## src/rtl/uart_rx_ctrl.sv

```systemverilog
// uart_rx_ctrl: frame-sequencing FSM for the UART receiver.
// Detects the start-bit falling edge, then walks through start, data, optional parity and stop
// bit periods using the external edge/bit counter. It gates the counter, sampler, deserializer
// and checkers, and raises one data_valid or error pulse per completed frame.
//
// Ports:
//   clk, rst_n      system clock (prescale x baud), async active-low reset
//   RX_IN           synchronised serial line, idle high
//   PAR_EN          parity enable, latched at frame start into par_en_q
//   prescale        oversampling ratio (8/16/32), static while busy
//   bit_cnt         counter bit index (0 start, 1..DATA_BITS data, then parity/stop)
//   edge_cnt        counter edge index within a bit, 0..prescale-1
//   strt_glitch     start checker result (valid with strt_chk_en)
//   par_err         parity checker result (valid with par_chk_en)
//   stp_err         stop checker result (valid with stp_chk_en)
//   cnt_en/cnt_clr  counter enable / synchronous clear
//   par_en_q        latched parity enable for the whole frame
//   dat_samp_en     majority-sampler enable
//   deser_en        one-cycle deserializer shift strobe
//   strt/par/stp_chk_en  one-cycle checker strobes
//   data_valid      one-cycle good-frame pulse
//   parity_error    one-cycle parity error pulse
//   framing_error   one-cycle stop-bit error pulse
//   busy            high whenever not idle
module uart_rx_ctrl #(
  parameter int unsigned DATA_BITS = 8,
  parameter int unsigned PRESC_W   = 6
) (
  input  logic               clk,
  input  logic               rst_n,
  input  logic               RX_IN,
  input  logic               PAR_EN,
  input  logic [PRESC_W-1:0] prescale,
  input  logic [3:0]         bit_cnt,
  input  logic [PRESC_W-1:0] edge_cnt,
  input  logic               strt_glitch,
  input  logic               par_err,
  input  logic               stp_err,
  output logic               cnt_en,
  output logic               cnt_clr,
  output logic               par_en_q,
  output logic               dat_samp_en,
  output logic               deser_en,
  output logic               strt_chk_en,
  output logic               par_chk_en,
  output logic               stp_chk_en,
  output logic               data_valid,
  output logic               parity_error,
  output logic               framing_error,
  output logic               busy
);

  typedef enum logic [2:0] {
    StIdle,
    StStart,
    StData,
    StParity,
    StStop,
    StDone
  } state_e;

  localparam logic [3:0] LastData = 4'(DATA_BITS);

  state_e r_state;
  logic   r_par_en;
  logic   r_err_p;
  logic   r_err_s;

  logic [PRESC_W-1:0] w_strb;
  logic [PRESC_W-1:0] w_end;
  logic               w_at_strb;
  logic               w_at_end;

  // Sampler takes mid-1, mid, mid+1; its majority result is settled two edges past mid.
  assign w_strb    = (prescale >> 1) + PRESC_W'(2);
  assign w_end     = prescale - PRESC_W'(1);
  assign w_at_strb = (edge_cnt == w_strb);
  assign w_at_end  = (edge_cnt == w_end);

  always_ff @(posedge clk or negedge rst_n) begin
    if (!rst_n) begin
      r_state  <= StIdle;
      r_par_en <= 1'b0;
      r_err_p  <= 1'b0;
      r_err_s  <= 1'b0;
    end else begin
      unique case (r_state)
        StIdle: begin
          if (!RX_IN) begin
            r_state  <= StStart;
            r_par_en <= PAR_EN;
            r_err_p  <= 1'b0;
            r_err_s  <= 1'b0;
          end
        end
        StStart: begin
          // A glitch aborts silently; IDLE clears the counter for the next attempt.
          if (w_at_strb && strt_glitch) begin
            r_state <= StIdle;
          end else if (w_at_end) begin
            r_state <= StData;
          end
        end
        StData: begin
          if (w_at_end && (bit_cnt == LastData)) begin
            r_state <= r_par_en ? StParity : StStop;
          end
        end
        StParity: begin
          if (w_at_strb) begin
            r_err_p <= par_err;
          end
          if (w_at_end) begin
            r_state <= StStop;
          end
        end
        StStop: begin
          // Leave at the stop strobe so a start edge right after the stop bit is caught.
          if (w_at_strb) begin
            r_err_s <= stp_err;
            r_state <= StDone;
          end
        end
        StDone: begin
          r_state <= StIdle;
        end
        default: begin
          r_state <= StIdle;
        end
      endcase
    end
  end

  logic w_in_frame;
  logic w_done;

  assign w_in_frame = (r_state == StStart) || (r_state == StData) ||
                      (r_state == StParity) || (r_state == StStop);
  assign w_done     = (r_state == StDone);

  assign cnt_en        = w_in_frame;
  assign dat_samp_en   = w_in_frame;
  assign cnt_clr       = (r_state == StIdle) || w_done;
  assign par_en_q      = r_par_en;
  assign strt_chk_en   = (r_state == StStart)  && w_at_strb;
  assign deser_en      = (r_state == StData)   && w_at_strb;
  assign par_chk_en    = (r_state == StParity) && w_at_strb;
  assign stp_chk_en    = (r_state == StStop)   && w_at_strb;
  assign data_valid    = w_done && !r_err_s && !(r_par_en && r_err_p);
  assign parity_error  = w_done && r_par_en && r_err_p;
  assign framing_error = w_done && r_err_s;
  assign busy          = (r_state != StIdle);

endmodule

```

## config.mk

```make
export PLATFORM = sky130hd
export DESIGN_NAME = uart_rx_ctrl
export DESIGN_NICKNAME = d
export VERILOG_FILES = /design/src/rtl/uart_rx_ctrl.sv
export SDC_FILE = /design/constraint.sdc
export NUM_CORES = 1
export LEC_CHECK = 0
export ABC_AREA = 1
export CAP_MARGIN = 20
export CORE_MARGIN = 2
export CORE_UTILIZATION = 43
export DETAILED_ROUTE_END_ITERATION = 10
export GPL_TIMING_DRIVEN = 0
export PLACE_DENSITY_LB_ADDON = 0.25
export SLEW_MARGIN = 20
export SYNTH_ARGS = -nofsm -noshare
export SYNTH_HDL_FRONTEND = slang
export SYNTH_SLANG_ARGS = --single-unit
```

## constraint.sdc

```tcl
create_clock -name clk -period 1.9 [get_ports clk]
set_clock_uncertainty 0.1 [all_clocks]
set_input_delay 0.38 -clock clk [delete_from_list [all_inputs] [get_ports clk]]
set_output_delay 0.38 -clock clk [all_outputs]
set_load 0.05 [all_outputs]
```

==> impl_metrics.ini, run 1 <==
[clock_tree]
cts-root-buf = clkbuf_4
clockBufferDepth = 2
cts_tree = done
clkTransAtPathRegs_ns = 0.04
h-tree-depth = 1
clk_latency_ns = 0.24
cts-buffers-inserted = 3
clock_sinks = 6

[detailed_routing]
via_per_inst = 4.89
drt_iter0_drc = 22
postRouteAntennaNets = 0
route.met2.wl_mm = 1.52
num_vias = 1110
drc = 0
wl_met1_mm = 1.01
routed_wl_mm = 2.68
wl_met3_um = 129
maxUsedRoutingLayer = met4
post_drt_wl_per_cell_um = 11.8
drtPass1Iterations = 4

[die]
num_rows = 16
ioPinCount = 35
initial_utilization = 0.452
dieArea_um2 = 2420
fp.dieW_um = 49.2
design.core.area_um2 = 1940
die_y_um = 49.2

[timing]
finalSetupViolations = 4
drv_slew = 0
relSlewSlack = 0.679
fmax_ghz = 0.501
final-hold-violation-count = 0
post-route-period-util = 1.05
rsz0062_at_grt = true
min_period_ns = 1.99
fin_ws_ns = -0.0948
worst_pin_slew_ns = 0.484
setup-tns-final_ns = -0.368

[synthesis]
synth.distinct_cells = 26
syn_inst = 147
syn_area_um2 = 878
yosys.area_share.simple = 0.484
ys_warn_count = 0
synth_compound_area_frac = 0.0627
yosysSeqAreaShare = 0.171
synth_adder_area_share = 0.0570
syn_nets = 174
synth_top_family_by_area = simple AND/OR/NAND/NOR gates
synthMuxAreaShare = 0.0128
avgSynthCellArea_um2 = 5.98
synth_xor_area_frac = 0.0798
ys_seq_elements = 6

[hold_path]
hold_path_class = input pin to async pin

[finish]
seq_area_um2 = 150
multi_input_area_um2 = 749
final_util = 0.793
layout_commonest_cell = nand2_1
fin_nets = 229
area_growth_pct = 75.2
fin_area_um2 = 1540
antenna_cells = 0
layout_common_cells = 41 x nand2_1, 17 x buf_4, 16 x inv_1, 11 x nand3_1
fill_cells = 146
drive_above_1_share = 0.430
final_cell_count_no_fill = 227

[place]
place_inst = 208
post-dp-hpwl_mm = 1.87
routabilityCongestion = 0.782
port-buffer-count = 34
dpl_cell_area_um2 = 1320

[worst_setup_path]
cpMaxStageDelayCell = ha_4
crit_path_max_fanout = 5
path_cells = buf_8 -> inv_6 -> ha_4 -> inv_2 -> nand2_2 -> nand2_2 -> nand3_2 -> nor2_4 -> nand2_8 -> nor2_4 -> buf_8
crit_path_start_kind = input pin
cp.arrival_ns = 1.51
crit_type = input pin to output port
cp_data_required_time_ns = 1.42
cp-end-kind = output port
reg2reg_depth = 8
worst_path_largest_cell_delay_ns = 0.20

[power_and_ir_drop]
vdd_drop_max_mv = 1.11
p_per_area_nw_per_um2 = 1150
cellLeakagePower_nw = 0.762

[grt]
first_global_vias = 1064
antenna_found_initial = 0
overflow = 0
grt_pass1_wl_mm = 4.30
grt.total_usage = 0.229
grt_start_max_net_pins = 7

[status]
violations = setup timing
outcome = complete, but fails checks

[flow_run]
max-cap-violations = 0
metal layers:
layer  vias up  GRT usage
li1        552          -
met1       519      0.241
met2        37      0.459
met3         2     0.0337
met4         0     0.0619
met5         -          0
sequential cells by signal, indices dropped and copies added, names as in the netlist:
signal / count
par_en_q: 1
r_err_p: 1
r_err_s: 1
r_state: 3
kinds of logic after synthesis:
group,count (synthesis)
xor+xnor,8
compound gates,7
mux,1
flops,6
simple gates,91
buf+inv,30
fa+ha+maj,4
critical path, delay by kind of cell:
| kind | cells | cell delay [ns] |
|---|---|---|
| buffers and inverters | 4 | 0.36 |
| adders and majority gates | 1 | 0.20 |
| and+or+nand+nor | 6 | 0.59 |
cell type report:
cell class | count | area share
well taps | 27 | 0.0220
multi-input cells | 111 | 0.487
inverters | 29 | 0.0756
clock buffers | 3 | 0.0146
repair buffers | 51 | 0.303
flip-flops and latches | 6 | 0.0976
stage by stage:
stage,total power [W],hold slack (ns),setup WS [ns]
after global routing,0.00188,0.273,-0.174
final,0.00178,0.271,-0.0948
after floorplan,0.00107,-0.0156,-0.0195
after CTS,0.00165,0.266,-0.116
after detailed placement,0.00140,0.433,-1.41
after global placement,0.00136,0.426,-1.38
final timing paths:
check,to,slack (ns),startpoint
min in group clk,r_err_p,0.44,r_err_p
setup reg to reg,r_state[2],0.30,r_state[1]
setup / recovery,par_chk_en,-0.09,prescale[3]
max in group asynchronous,par_en_q,1.23,rst_n
hold reg to reg,r_err_p,0.44,r_err_p
hold / removal,r_state[2],0.27,rst_n
cells in the mapped netlist:
cell type  instances  share of area
nand2_1           45           0.19
nand2_2            6          0.043
dfrtp_1            6           0.17
nor4_1             1         0.0071
nand3_2            1          0.011
o21ai_0            1         0.0057
o22ai_1            1         0.0071
nor2_4             2          0.026
nand3_1           14          0.080
o21ai_1            1         0.0057
nor3_2             1          0.011
inv_1             25           0.11
inv_2              3          0.013
clkinv_1           1         0.0043
buf_4              1         0.0086
nor3_1             1         0.0057
nor2_2             2          0.014
xor2_1             3          0.030
nor2_1            16          0.068
ha_1               4          0.057
nand2_4            2          0.026
a21oi_1            1         0.0057
a21oi_4            1          0.019
o21ai_2            2          0.020
xnor2_1            5          0.050
mux2_2             1          0.013
power breakdown:
group          total [W]  internal [W]  switching [W]
clock network   0.000109     0.0000709      0.0000385
logic            0.00143      0.000535       0.000895
registers       0.000238      0.000184      0.0000538
timing repair:
action	in CTS	in global routing
hold buffers	0	0
gates resized for setup	107	25
buffers inserted	15	2
endpoints found under the setup margin	17	12
pin swaps	16	12
Note: power is estimated with default switching activity, not from simulation.
==> inputs of run 2 (changes only) <==
--- a/config.mk
+++ b/config.mk
@@ -8,8 +8,9 @@
 export ABC_AREA = 1
 export CAP_MARGIN = 20
 export CORE_MARGIN = 2
-export CORE_UTILIZATION = 43
+export CORE_UTILIZATION = 61
 export DETAILED_ROUTE_END_ITERATION = 10
+export DONT_BUFFER_PORTS = 1
 export GPL_TIMING_DRIVEN = 0
 export PLACE_DENSITY_LB_ADDON = 0.25
 export SLEW_MARGIN = 20
==> run 2 against run 1 <==
Compared with the run above: the flow still finishes with violations (setup timing); clock-buffer cell count did not move; first-iteration DRC count fell by 4.5%; setup slack got worse by 0.090 ns; global-route usage rose by 0.97 points; fmax fell by 4.3%; critical endpoint is now dat_samp_en; largest power group unchanged; highest routed layer unchanged.
==> impl_metrics.ini, run 2 (same netlist as run 1, synthesis figures left out) <==
[clock_tree]
clock_sinks = 6
cts_tree = done
clockBufferDepth = 2
cts-root-buf = clkbuf_4
cts-buffers-inserted = 3
h-tree-depth = 1
clk_latency_ns = 0.23
clkTransAtPathRegs_ns = 0.04

[timing]
finalSetupViolations = 9
worst_pin_slew_ns = 0.559
setup-tns-final_ns = -0.543
post-route-period-util = 1.10
fin_ws_ns = -0.185
min_period_ns = 2.08
drv_slew = 0
relSlewSlack = 0.627
final-hold-violation-count = 0
fmax_ghz = 0.480
rsz0062_at_grt = true

[worst_setup_path]
endpoint = dat_samp_en
reg2reg_slack_ns = 0.07
crit_path_start_kind = register
cp-end-kind = output port
cp.depth = 8
crit_type = register to output port
cpLargestDelayFamily = simple AND/OR/NAND/NOR gates
startpoint = r_state[0]
path_cells = nor2_1 -> inv_2 -> nor2_4 -> inv_2 -> nand2_2 -> inv_2 -> nand3_4 -> buf_8
reg2reg_depth = 8
crit_buf_inv = 4
cpMaxStageDelayCell = dfrtp_1
cp.arrival_ns = 1.60
cp_data_required_time_ns = 1.42
regToRegEndpoint = r_state[2]
critPathMostFrequentCell = inv_2
crit_path_max_fanout = 5
r2r-start = r_state[0]
worst_path_largest_cell_delay_ns = 0.42

[finish]
area_growth_pct = 30.6
final_util = 0.871
layout_common_cells = 40 x nand2_1, 16 x inv_1, 12 x nand3_1
layout_commonest_cell = nand2_1
fin_nets = 190
antenna_cells = 0
fin_area_um2 = 1150
drive_above_1_share = 0.398
largest-register = r_state
largest_reg_flops = 3

[die]
dieArea_um2 = 1760
num_rows = 13
die_y_um = 41.9
initial_utilization = 0.667
design.core.area_um2 = 1320
ioPinCount = 35
fp.dieW_um = 41.9

[grt]
overflow = 0
grt.total_usage = 0.239
antenna_found_initial = 0
first_global_vias = 812
grt_pass1_wl_mm = 3.29
grt_start_max_net_pins = 7

[detailed_routing]
num_vias = 947
drt_iter0_drc = 21
routed_wl_mm = 2.15
post_drt_wl_per_cell_um = 12.2
drc = 0
drtPass1Iterations = 4
postRouteAntennaNets = 0
via_per_inst = 5.38

[place]
post-dp-hpwl_mm = 1.51
routabilityCongestion = 0.804
dp_slack_ns = -0.100
dpl_cell_area_um2 = 967
port-buffer-count = 0

[hold_path]
hold_path_class = input pin to register

[status]
outcome = complete, but fails checks
violations = setup timing

[flow_run]
max-cap-violations = 0

[power_and_ir_drop]
cellLeakagePower_nw = 0.568
vdd_drop_max_mv = 1.22
p_per_area_nw_per_um2 = 1340
==> run 2: cell count changes in the layout (fill, tap and decap cells not counted), sizes merged <==
cell,previous run,this run
dlygate4sd2,8,0
buf,31,11
clkdlybuf4s50,10,0
dlygate4sd3,0,1
clkdlybuf4s15,2,0
==> run 2: how the worst min path moves through the flow <==
| stage | from | to | slack, ns | depth (start not counted) |
|---|---|---|---|---|
| 2_1_floorplan | rst_n | par_en_q | -0.02 | 0 |
| 3_3_place_gp | rst_n | r_err_s | -0.02 | 0 |
| 3_5_place_dp | rst_n | par_en_q | -0.02 | 0 |
| 4_1_cts | par_err | r_err_p | 0.20 | 2 |
| 5_1_grt | par_err | r_err_p | 0.20 | 2 |
| 6_report | par_err | r_err_p | 0.20 | 2 |
==> run 2: layer usage <==
layer	routed length, um	share of wire	track usage	vias to the layer above
met5	0	0	0	-
met1	906	0.42	0.297	417
met2	1010	0.47	0.416	45
met4	93	0.043	0.0581	0
li1	-	-	-	475
met3	142	0.066	0.0522	10
==> run 2: cell type report <==
class | instances | area [um2]
Sequential cell | 6 | 151
Buffer | 1 | 15.0
Fill cell | 75 | 170
Multi-Input combinational cell | 111 | 733
Clock buffer | 3 | 22.5
Timing Repair Buffer | 11 | 85.1
Inverter | 29 | 121
Tap cell | 15 | 18.8
==> run 2: through the flow <==
stage / std cells / hold slack, ns / total power [W]
finish: 176 / 0.200 / 0.00154
global route: 176 / 0.196 / 0.00164
global placement: 162 / -0.0155 / 0.00115
floorplan: 147 / -0.0156 / 0.00107
CTS: 168 / 0.201 / 0.00135
detailed placement: 162 / -0.0155 / 0.00117
==> run 2: power by group <==
group          internal (W)  switching [W]
logic              0.000363       0.000792
registers          0.000186      0.0000953
clock network     0.0000706      0.0000334
==> run 2: timing repair <==
action                                  4_1_cts  5_1_grt
setup buffers                                 2        8
hold buffers                                  1        0
resized for setup                            14       15
pin swaps                                     4        5
endpoints found under the hold margin         6        0
endpoints found under the setup margin       10        9
